[src/rtl/fft_pkg.sv]
// Shared types and address helpers for the radix-2 constant-geometry FFT address units.
package fft_pkg;

  typedef enum logic [1:0] {IDLE, GEN, WAIT} state_t;

  // Rotate {j,b} left by s within an n-bit address.
  function automatic logic [31:0] rotl_addr(input logic [31:0] j, input logic b,
                                            input int unsigned s, input int unsigned n);
    logic [31:0] v;
    logic [31:0] mask;
    mask = (32'd1 << n) - 32'd1;
    v    = ((j << 1) | {31'd0, b}) & mask;
    return ((v << s) | (v >> (n - s))) & mask;
  endfunction

  function automatic logic [31:0] tw_index(input logic [31:0] j, input int unsigned s,
                                           input int unsigned m);
    return (j << (m - s)) & ((32'd1 << m) - 32'd1);
  endfunction

endpackage

[src/rtl/fft_agu_addr_core.sv]
// Combinational butterfly/twiddle address mapping from stage and butterfly index.
module fft_agu_addr_core
  import fft_pkg::*;
#(
  parameter int LOG2N = 10,
  parameter int SW    = $clog2(LOG2N)
) (
  input  logic [SW-1:0]    i_s,
  input  logic [LOG2N-2:0] i_j,
  output logic [LOG2N-1:0] o_addr_a,
  output logic [LOG2N-1:0] o_addr_b,
  output logic [LOG2N-2:0] o_tw_addr
);

  localparam int M = LOG2N - 1;

  assign o_addr_a  = LOG2N'(rotl_addr(32'(i_j), 1'b0, 32'(i_s), LOG2N));
  assign o_addr_b  = LOG2N'(rotl_addr(32'(i_j), 1'b1, 32'(i_s), LOG2N));
  assign o_tw_addr = M'(tw_index(32'(i_j), 32'(i_s), M));

endmodule

[src/rtl/fft_agu_param.sv]
// Stage/butterfly sequencer for an in-place radix-2 FFT with drain gap, stall and handshake.
// state | meaning
// IDLE  | waiting for start_i
// GEN   | issuing one butterfly per unstalled cycle
// WAIT  | pipeline drain gap between stages
module fft_agu_param
  import fft_pkg::*;
#(
  parameter int LOG2N       = 10,
  parameter int WAIT_CYCLES = 4,
  parameter int SW          = $clog2(LOG2N)
) (
  input  logic             clk,
  input  logic             rst_n,
  input  logic             start_i,
  input  logic             stall_i,
  output logic             busy_o,
  output logic             valid_o,
  output logic [LOG2N-1:0] addr_a_o,
  output logic [LOG2N-1:0] addr_b_o,
  output logic [LOG2N-2:0] tw_addr_o,
  output logic             memsel_o,
  output logic [SW-1:0]    stage_o,
  output logic             last_o,
  output logic             done_o
);

  localparam int M  = LOG2N - 1;
  localparam int WW = (WAIT_CYCLES > 1) ? $clog2(WAIT_CYCLES) : 1;
  localparam logic [WW-1:0] W_LAST = WW'((WAIT_CYCLES > 0) ? WAIT_CYCLES - 1 : 0);
  localparam logic [SW-1:0] S_LAST = SW'(LOG2N - 1);

  state_t        r_state, w_state_nxt;
  logic [M-1:0]  r_j, w_j_nxt;
  logic [SW-1:0] r_s, w_s_nxt;
  logic [WW-1:0] r_w, w_w_nxt;

  logic             w_fire, w_j_end, w_s_end;
  logic [LOG2N-1:0] w_addr_a, w_addr_b;
  logic [M-1:0]     w_tw;

  logic             r_busy, r_valid, r_memsel, r_last, r_done;
  logic [LOG2N-1:0] r_addr_a, r_addr_b;
  logic [M-1:0]     r_tw;
  logic [SW-1:0]    r_stage;

  assign w_fire  = (r_state == GEN) && !stall_i;
  assign w_j_end = &r_j;
  assign w_s_end = (r_s == S_LAST);

  fft_agu_addr_core #(.LOG2N(LOG2N), .SW(SW)) u_addr_core (
    .i_s      (r_s),
    .i_j      (r_j),
    .o_addr_a (w_addr_a),
    .o_addr_b (w_addr_b),
    .o_tw_addr(w_tw)
  );

  always_ff @(posedge clk) begin
    if (!rst_n) begin
      r_state <= IDLE;
      r_j     <= '0;
      r_s     <= '0;
      r_w     <= '0;
    end else begin
      r_state <= w_state_nxt;
      r_j     <= w_j_nxt;
      r_s     <= w_s_nxt;
      r_w     <= w_w_nxt;
    end
  end

  always_comb begin
    w_state_nxt = r_state;
    w_j_nxt     = r_j;
    w_s_nxt     = r_s;
    w_w_nxt     = r_w;
    case (r_state)
      IDLE: begin
        if (start_i) begin
          w_state_nxt = GEN;
          w_j_nxt     = '0;
          w_s_nxt     = '0;
          w_w_nxt     = '0;
        end
      end
      GEN: begin
        if (!stall_i) begin
          if (!w_j_end) begin
            w_j_nxt = r_j + M'(1);
          end else if (w_s_end) begin
            w_state_nxt = IDLE;
            w_j_nxt     = '0;
            w_s_nxt     = '0;
          end else if (WAIT_CYCLES == 0) begin
            w_j_nxt = '0;
            w_s_nxt = r_s + SW'(1);
          end else begin
            w_state_nxt = WAIT;
            w_w_nxt     = '0;
          end
        end
      end
      WAIT: begin
        if (r_w == W_LAST) begin
          w_state_nxt = GEN;
          w_j_nxt     = '0;
          w_s_nxt     = r_s + SW'(1);
          w_w_nxt     = '0;
        end else begin
          w_w_nxt = r_w + WW'(1);
        end
      end
      default: w_state_nxt = IDLE;
    endcase
  end

  // Busy covers the cycle after the final butterfly is issued, so last_o sees busy_o high.
  always_ff @(posedge clk) begin
    if (!rst_n) begin
      r_busy   <= 1'b0;
      r_valid  <= 1'b0;
      r_addr_a <= '0;
      r_addr_b <= '0;
      r_tw     <= '0;
      r_memsel <= 1'b0;
      r_stage  <= '0;
      r_last   <= 1'b0;
      r_done   <= 1'b0;
    end else begin
      r_busy   <= (r_state != IDLE) || (w_state_nxt != IDLE);
      r_valid  <= w_fire;
      r_addr_a <= w_fire ? w_addr_a : '0;
      r_addr_b <= w_fire ? w_addr_b : '0;
      r_tw     <= w_fire ? w_tw : '0;
      r_memsel <= r_s[0];
      r_stage  <= r_s;
      r_last   <= w_fire && w_j_end && w_s_end;
      r_done   <= r_last;
    end
  end

  assign busy_o    = r_busy;
  assign valid_o   = r_valid;
  assign addr_a_o  = r_addr_a;
  assign addr_b_o  = r_addr_b;
  assign tw_addr_o = r_tw;
  assign memsel_o  = r_memsel;
  assign stage_o   = r_stage;
  assign last_o    = r_last;
  assign done_o    = r_done;

endmodule

[config.mk]
export PLATFORM = sky130hd
export DESIGN_NAME = fft_agu_param
export DESIGN_NICKNAME = d
export VERILOG_FILES = /design/src/rtl/fft_pkg.sv /design/src/rtl/fft_agu_addr_core.sv /design/src/rtl/fft_agu_param.sv
export SDC_FILE = /design/constraint.sdc
export NUM_CORES = 1
export LEC_CHECK = 0
export CAP_MARGIN = 20
export CORE_ASPECT_RATIO = 0.7
export CORE_UTILIZATION = 40
export CTS_CLUSTER_DIAMETER = 100
export DETAILED_ROUTE_END_ITERATION = 16
export PLACE_DENSITY = 0.76
export SYNTH_ARGS = -nofsm -noshare
export SYNTH_HDL_FRONTEND = slang
export SYNTH_SLANG_ARGS = --single-unit
[constraint.sdc]
create_clock -name clk -period 2.2 [get_ports clk]
set_input_delay 0.55 -clock clk [delete_from_list [all_inputs] [get_ports clk]]
set_output_delay 0.55 -clock clk [all_outputs]
set_load 0.02 [all_outputs]
==> impl_metrics.yaml <==
routing:
  wl_per_cell_um: 16.15
  ant_nets: 0
  drt-pass1-iter-count: 5
  wirelength_um: 8186
  via_per_inst: 5.611
  vias: 2845
  drc_errors: 0
  drtIter0Drc: 134
sta:
  finalClockSkew_ps: 11.52
  hold_viol: 0
  fmax_mhz: 469.7
  tns_ps: 0
  slew_violations: 0
  finalSetupViolCount: 0
  timing.final.crit_share_pct: 96.77
  worst_slew_pin_slew_ps: 554.0
  slew-limit-headroom_pct: 63.02
  rsz0062_at_grt: "false"
  fin_crit_ps: 2129
  whs_ps: 471.6
cts:
  clkSinkCount: 54
  clockRootBuffer: "clkbuf_8"
  hold_buffers: 0
  clk_latency_ps: 310
  htreeDepth: 2
  cts_buffers: 5
  max-clock-path-buffers: 2
  clk_pin_slew_worst_paths_ps: 100
  cts_tree: "yes"
floorplanning:
  row_count: 26
  boundaryPins: 42
  fp.coreArea_sq_mm: 0.007320
  die_area_sq_mm: 0.007915
  die_h_um: 74.74
  die_w_um: 105.9
  start_util_pct: 41.30
place:
  gp_congestion: 0.8931
  portBuffers: 41
  post-dp-hpwl_um: 6069
  dpl_cell_area_sq_mm: 0.003651
logic_synthesis:
  async_flop_share_pct: 0
  synth_commonest_cells: "dfxtp_1, nor2_1, nand2_1"
  synth.distinct_cells: 59
  ys_seq_elements: 54
  synth_edf_count: 0
  synthesis.area_sq_mm: 0.003023
  synth_largest_area_cell: "dfxtp_1"
  synth_most_common_cell: "dfxtp_1"
  yosys.area.top_type_share_pct: 35.76
  synth_area_per_cell_sq_um: 8.468
  synth_nets: 370
  ys_top_cells_by_area: "dfxtp_1, mux2i_1, nor2_1"
  syn-instance-count: 357
  seq_area_frac_synth_pct: 35.76
  synthFlopType: "dfxtp_1"
  ys_warn_count: 0
critical_path:
  slowest_delay_ps: 410
  critical_path_class: "register to register"
  crit_buf_inv: 2
  path_delay_family: "compound AO/OA/AOI/OAI gates"
  worstPathArrival_ps: 2370
  required_ps: 2440
  cpMaxStageDelayCell: "dfxtp_1"
  startpoint_type: "register"
  endpoint_kind: "register"
  worstPathMaxFanout: 9
  crit_chain: "clkinv_2, ha_1, or3_1, buf_4, a22oi_1, o21ai_0, a21oi_1"
global_routing:
  antenna_found_initial: 0
  grt_pass1_vias: 2622
  grt_pass1_wl_um: 12990
  grt_usage_pct: 21.34
  gr-total-overflow: 0
  grt_max_degree: 26
layout:
  syn_to_final_growth_pct: 25.58
  n_antenna_cell: 0
  design_area_sq_mm: 0.003796
  drive_above_1_share_pct: 15.16
  layout.nets: 421
run:
  maxCapViolCount: 0
power:
  p_leak_uw: 0.001491
  power_density_mw_per_mm2: 438.3
  max-vdd-ir-drop_mv: 0.2443
status:
  outcome: "finished clean"
min_path:
  hold_path.class: "register to register"
## sequential cells by signal (all words and copies together), names as in the netlist
| register | cells |
|---|---|
| last_o | 1 |
| done_o | 1 |
| r_s | 4 |
| busy_o | 1 |
| addr_b_o | 10 |
| addr_a_o | 10 |
| stage_o | 4 |
| r_state | 2 |
| r_w | 2 |
| tw_addr_o | 9 |
| valid_o | 1 |
| r_j | 9 |
## timing repair
action	in CTS	in global routing
endpoints found under the setup margin	0	18
gates resized for setup	0	10
buffers inserted	0	1
## path summary, 6_finish.rpt
path,startpoint,cells past startpoint,slack [ps],end
hold reg to reg,last_o$_SDFF_PN0_,1,470,done_o$_SDFF_PN0_
setup / recovery,r_s[2]$_SDFFE_PN0P_,7,70,addr_a_o[5]$_SDFF_PN0_
setup reg to reg,r_s[2]$_SDFFE_PN0P_,7,70,addr_a_o[5]$_SDFF_PN0_
hold / removal,last_o$_SDFF_PN0_,1,470,done_o$_SDFF_PN0_
## cells by family after synthesis
group,after synthesis,share of synthesized area [%]
mux,24,9.561
simple gates,137,22.31
xor+xnor,8,2.566
compound gates,88,20.03
fa+ha+maj,9,3.725
flops,54,35.76
buf+inv,37,6.043
## cells in the final DEF, fill, tap and decap left out, types with 4 or more instances in the layout
cell and count:
a211oi_1 6, a21o_1 5, a21oi_1 22, a22oi_1 4, and2_1 4, buf_4 30, clkbuf_8 6, clkdlybuf4s50_1 41
dfxtp_1 53, ha_1 9, inv_1 7, mux2i_1 17, nand2_1 32, nand2b_1 4, nand3_1 14, nand4_1 8
nor2_1 42, nor2b_1 4, nor3_1 10, o211ai_1 4, o21ai_0 15, o22ai_1 4, or3_1 4, xor2_1 6
## layer usage
metal,global-route usage (%),vias up,share of wire (%)
li1,-,1383,-
met1,29.45,1354,49
met2,34.20,92,44
met3,4.069,16,6.0
met4,6.790,0,1.6
met5,0,-,0
## per-stage QoR
stage | util [%] | instances | worst slack [ps] | power (uW)
global placement | 49.88 | 498 | -38.89 | 1095
detailed placement | 49.88 | 498 | -102.5 | 1097
finish | 51.86 | 507 | 71.08 | 1664
floorplan | - | 357 | 25.09 | 1059
global route | 51.86 | 507 | 9.861 | 1727
CTS | 51.18 | 506 | 36.29 | 1674
## power breakdown
part / switching [uW] / internal (uW) / leakage (uW)
registers: 5.15 / 981 / 0.000436
clock network: 335 / 254 / 0.0000472
logic: 53.2 / 35.7 / 0.00101
## area by class of cell
class / instances / area (sq um)
Inverter: 8 / 31.28
Tap cell: 98 / 122.6
Clock inverter: 2 / 12.51
Sequential cell: 54 / 1085
Timing Repair Buffer: 73 / 666.9
Fill cell: 722 / 3523
Multi-Input combinational cell: 266 / 1795
Clock buffer: 6 / 82.58
(Power assumes the default switching activity.)
